[src/rtl/echo_pkg.sv]
// Shared defaults and state encoding for the echo frame controller.
// Imported by the controller, its frame RAM and the bench.
package echo_pkg;

  localparam int DATA_W_DEF = 8;
  localparam int DEPTH_DEF  = 256;
  localparam int ADDR_W_DEF = $clog2(DEPTH_DEF);

  typedef enum logic [1:0] {
    RECV = 2'd0,
    LOAD = 2'd1,
    SEND = 2'd2
  } state_t;

endpackage

[src/rtl/echo_frame_ram.sv]
// Single-port frame buffer: synchronous write, registered read.
// Read register only updates when re is high, so the word holds.
module echo_frame_ram
  import echo_pkg::*;
#(
  parameter int DATA_W = DATA_W_DEF,
  parameter int DEPTH  = DEPTH_DEF,
  parameter int ADDR_W = $clog2(DEPTH)
) (
  input  logic              clk,
  input  logic              we,
  input  logic              re,
  input  logic [ADDR_W-1:0] addr,
  input  logic [DATA_W-1:0] wdata,
  output logic [DATA_W-1:0] rdata
);

  logic [DATA_W-1:0] mem [DEPTH];

  // Write port and held read register share the single address.
  always_ff @(posedge clk) begin
    if (we)
      mem[addr] <= wdata;
    if (re)
      rdata <= mem[addr];
  end

endmodule

[src/rtl/echo_frame_ctrl.sv]
// Collects a zero-terminated frame, then echoes it word by word.
// Overflowing words are dropped and flagged until the echo ends.
module echo_frame_ctrl
  import echo_pkg::*;
#(
  parameter int DATA_W = DATA_W_DEF,
  parameter int DEPTH  = DEPTH_DEF,
  parameter int ADDR_W = $clog2(DEPTH)
) (
  input  logic              clk,
  input  logic              rst_n,
  input  logic              rx_valid,
  input  logic [DATA_W-1:0] rx_data,
  output logic              rx_ready,
  output logic              tx_valid,
  output logic [DATA_W-1:0] tx_data,
  input  logic              tx_ack,
  output logic [ADDR_W:0]   frame_len,
  output logic              overflow,
  output logic              frame_done
);

  localparam logic [ADDR_W:0] FULL = (ADDR_W+1)'(DEPTH);
  localparam logic [ADDR_W:0] ONE  = (ADDR_W+1)'(1);

  state_t state, state_nx;

  logic [ADDR_W:0]   rd_idx;
  logic [ADDR_W-1:0] ram_addr;
  logic [DATA_W-1:0] ram_rdata;
  logic              accept;
  logic              is_term;
  logic              full;
  logic              last;
  logic              ram_we;
  logic              ram_re;
  logic              done_set;

  assign accept   = rx_valid && (state == RECV);
  assign is_term  = (rx_data == '0);
  assign full     = (frame_len == FULL);
  assign last     = ((rd_idx + ONE) == frame_len);
  assign ram_we   = accept && !is_term && !full;
  assign ram_re   = (state == LOAD);
  assign ram_addr = (state == RECV) ? frame_len[ADDR_W-1:0]
                                    : rd_idx[ADDR_W-1:0];
  assign tx_data  = tx_valid ? ram_rdata : '0;

  echo_frame_ram #(
    .DATA_W (DATA_W),
    .DEPTH  (DEPTH),
    .ADDR_W (ADDR_W)
  ) u_ram (
    .clk   (clk),
    .we    (ram_we),
    .re    (ram_re),
    .addr  (ram_addr),
    .wdata (rx_data),
    .rdata (ram_rdata)
  );

  // State register.
  always_ff @(posedge clk or negedge rst_n) begin
    if (!rst_n)
      state <= RECV;
    else
      state <= state_nx;
  end

  // Next state, handshake outputs and frame_done request.
  always_comb begin
    state_nx = state;
    rx_ready = 1'b0;
    tx_valid = 1'b0;
    done_set = 1'b0;
    unique case (state)
      RECV: begin
        rx_ready = 1'b1;
        if (accept && is_term) begin
          if (frame_len == '0)
            done_set = 1'b1;
          else
            state_nx = LOAD;
        end
      end
      LOAD: begin
        state_nx = SEND;
      end
      SEND: begin
        tx_valid = 1'b1;
        if (tx_ack) begin
          done_set = last;
          state_nx = last ? RECV : LOAD;
        end
      end
      default: begin
        state_nx = RECV;
      end
    endcase
  end

  // Frame length, read index, sticky overflow and done pulse.
  always_ff @(posedge clk or negedge rst_n) begin
    if (!rst_n) begin
      frame_len  <= '0;
      rd_idx     <= '0;
      overflow   <= 1'b0;
      frame_done <= 1'b0;
    end else begin
      frame_done <= done_set;
      if (ram_we)
        frame_len <= frame_len + ONE;
      if (accept && !is_term && full)
        overflow <= 1'b1;
      if ((state == SEND) && tx_ack) begin
        if (last) begin
          frame_len <= '0;
          rd_idx    <= '0;
          overflow  <= 1'b0;
        end else begin
          rd_idx <= rd_idx + ONE;
        end
      end
    end
  end

endmodule

[config.mk]
export PLATFORM = sky130hd
export DESIGN_NAME = echo_frame_ctrl
export DESIGN_NICKNAME = d
export VERILOG_FILES = /design/src/rtl/echo_pkg.sv /design/src/rtl/echo_frame_ram.sv /design/src/rtl/echo_frame_ctrl.sv
export SDC_FILE = /design/constraint.sdc
export NUM_CORES = 2
export LEC_CHECK = 0
export ABC_AREA = 1
export ABC_CLOCK_PERIOD_IN_PS = 6700
export CORE_MARGIN = 5
export CORE_UTILIZATION = 45
export DETAILED_ROUTE_END_ITERATION = 7
export PLACE_DENSITY = 0.69
export SLEW_MARGIN = 30
export SYNTH_ARGS = -nofsm -noshare
export SYNTH_HDL_FRONTEND = slang
export SYNTH_SLANG_ARGS = --single-unit
[constraint.sdc]
create_clock -name clk -period 6.7 [get_ports clk]
set_input_delay 2.01 -clock clk [delete_from_list [all_inputs] [get_ports clk]]
set_output_delay 2.01 -clock clk [all_outputs]
set_load 0.02 [all_outputs]
==> impl_metrics.ini <==
[run_status]
outcome = finished with violations
violations = design-rule violations

[synth]
synthDistinctLibCells = 32
postSynthAreaPerCell_sq_um = 10.18
synth_area_sq_um = 88140
synth-seq-area-share_pct = 70.67
yosys.area_share.xor_xnor_pct = 0.1789
ys_ff_latch = 2078
synthCells = 8660
yosys-top-cells-area = edfxtp_1 70%, nand2_1 22%, nand3_1 1.6%, nor2_1 1.6%, buf_2 1.3%
synth_area_leader_cell = edfxtp_1
synth_top_area_share_pct = 70.04
synth_fa_ha_area_share_pct = 0.04258
synth.area.mux_share_pct = 0
synth-simple-area-share_pct = 25.55
synth_compound_gate_area_share_pct = 0.8900
synth_top_family_by_area = simple AND/OR/NAND/NOR gates
ys_warn_count = 0
syn_nets = 8675

[global_routing]
antenna_found_initial = 6
grt_max_degree = 193
grt_overflow = 0
grt_pass1_vias = 57817
grt_pass1_wl_um = 351000
grt_use_total_pct = 22.61

[detailed_routing]
wl_um = 236800
wl_per_cell_um = 20.86
drtIter0Drc = 7127
ant_nets = 0
via_per_inst = 5.305
drc = 1
vias = 60218
dr.pass1.iters = 8

[placement]
numPortBuffers = 32
hpwlAfterDp_um = 140800
routabilityCongestion = 0.9141

[cells_and_area]
syn2layout_area_growth_pct = 11.16
fillers = 17113
drive_gt1_share_pct = 5.608
final_nets = 8562

[power]
switching_share_pct = 43.26
switching_power_w = 0.02007
power_frac_seq_pct = 31.5
powerDensity_nw_per_um2 = 473.5
clkPwrFrac_pct = 25.3
p_int_w = 0.02632
share_comb_of_total_power_pct = 43.2
peakVddDrop_uv = 559.2
p_leak_nw = 39.55

[sta]
max_freq_ghz = 0.1969
period_share_pct = 75.80
relSlewSlack_pct = 28.12
skew_ns = 0.02023
whs_ns = 0.5165
hold_violations = 0
fin_crit_ns = 5.079
fin_setup_tns_ns = 0
worst_pin_slew_ns = 1.078
finalSetupViolations = 0
rsz0062_at_grt = false
drv_slew = 0

[clock_tree]
htree_levels = 4
post_cts_buffers = 0
hold_buffers = 0
cts_tree = built
cts-root-buf = clkbuf_16
clk_latency_ns = 0.83
clock-sinks = 2078
cts_resized = 0
clk_pin_slew_ns = 0.07
numCtsBuffers = 206
cts_buffer_depth = 3

[die]
start_util_pct = 45.20
dieArea_sq_um = 204800
io_pins = 33
die_h_um = 452.6
coreArea_sq_um = 195000
die_width_um = 452.6
rows = 162

[setup_path]
crit_fanout = 29
crit_path_end = u_ram.mem[236][0]
reg2reg_depth = 16
reg2reg_from = state[1]
r2r_setup_slack_ns = 1.71
cp_cell_sequence = buf_8, nor2_1, nand2_1, nor2_1, nor2_1, nand2_1, inv_1, buf_4, nand3_2, buf_12, nor2_1
required_ns = 7.16
crit_path_start = rx_data[0]
crit_type = input pin to flip-flop
cp_slowest_cell = nor2_1
cp-end-kind = flip-flop
reg2reg_to = u_ram.rdata[0]
arrival_ns = 5.53
slowest_delay_ns = 0.56
timing.critical_path.mode_cell = nor2_1
start_kind = input pin

[worst_hold_path]
min_path_type = flip-flop to flip-flop

[run]
maxCapViolCount = 0
cell families (layout without fill, tap and decap cells):
logic type               count (synthesis)  count (layout)
AND/OR/NAND/NOR                       5879            5879
XOR/XNOR                                18              18
adder cells (fa/ha/maj)                  3               3
AO/OA/AOI/OAI                          154             154
buffers and inverters                  528             588
other                                    0               7
flip-flops                            2078            2078
cell type report:
type	instances	area [sq um]	share of cell area (%)
inverter	62	240.2	0.2452
tap	2624	3283	3.351
timing repair buffer	145	1574	1.606
antenna	7	17.52	0.01788
clock buffer	243	5430	5.542
multi-input combinational	6054	23670	24.16
sequential	2078	62290	63.58
clock inverter	138	1470	1.501
flip-flops by register name, summed over array words and instances, names as in the netlist:
| register | flops |
|---|---|
| frame_done | 1 |
| frame_len | 9 |
| overflow | 1 |
| rd_idx | 9 |
| state | 2 |
| u_ram.mem | 2048 |
| u_ram.rdata | 8 |
power by group through the flow:
stage          sequential (W)  clock, W  combinational [W]
2_1_floorplan          0.0149         0             0.0134
3_3_place_gp           0.0149         0             0.0193
3_5_place_dp           0.0149         0             0.0195
4_1_cts                0.0146    0.0118             0.0196
5_1_grt                0.0146    0.0124             0.0220
6_report               0.0146    0.0117             0.0200
worst min-delay path by stage:
| stage | to | cells after the start | startpoint | slack (ns) |
|---|---|---|---|---|
| 6_report | overflow | 2 | overflow | 0.52 |
| 5_1_grt | overflow | 2 | overflow | 0.53 |
| 4_1_cts | overflow | 2 | overflow | 0.52 |
| 3_5_place_dp | overflow | 2 | overflow | 0.50 |
| 3_3_place_gp | overflow | 2 | overflow | 0.50 |
| 2_1_floorplan | rd_idx[8] | 2 | rd_idx[8] | 0.51 |
per-stage QoR:
stage          setup WS, ns  instances  cell area (sq um)  total power (W)  utilization [%]
3_3_place_gp         0.7020      10958              90910          0.03425            46.62
4_1_cts               1.665      11341              97870          0.04613            50.19
6_report              1.621      11351              97980          0.04639            50.25
3_5_place_dp         0.7960      10960              90960          0.03445            46.65
2_1_floorplan         2.985       8660              88140          0.02832                -
5_1_grt               1.613      11345              97960          0.04908            50.24
worst max-delay path: cells and delay by family:
| kind | cells | cell delay (ns) |
|---|---|---|
| and+or+nand+nor | 7 | 2.06 |
| buffers and inverters | 4 | 1.39 |
cell usage in the layout (no fill, tap or decap), drive strengths merged, types with 3 or more instances in the layout:
cell	n
buf	122
bufinv	26
clkbuf	243
clkdlybuf4s50	23
clkinv	95
clkinvlp	12
dfrtp	22
diode	7
edfxtp	2056
ha	3
inv	67
nand2	5189
nand3	288
nand4	8
nor2	386
nor3	4
o21ai	150
xor2	16
synthesized netlist by cell type:
library cell	number
a21oi_1	2
buf_1	32
buf_2	236
buf_4	15
buf_6	3
clkbuf_1	178
clkbuf_2	2
clkinv_1	1
dfrtp_1	22
edfxtp_1	2056
ha_1	3
inv_1	51
inv_2	10
nand2_1	5186
nand2_2	2
nand2_4	1
nand2b_1	1
nand3_1	288
nand4_1	7
nand4_2	1
nor2_1	378
nor2_2	5
nor2_4	3
nor3_1	4
nor4_1	2
o21ai_0	20
o21ai_1	127
o21ai_2	3
o22ai_1	2
or2_2	1
xnor2_1	2
xor2_1	16
layer usage:
| metal | track usage (%) | share of wire (%) | routed length (um) |
|---|---|---|---|
| met5 | 0 | 0.0055 | 13 |
| met4 | 10.30 | 4.7 | 11060 |
| met3 | 4.768 | 9.4 | 22360 |
| met2 | 36.12 | 46 | 109300 |
| met1 | 29.88 | 40 | 94000 |
Note: power is estimated with default switching activity, not from simulation.
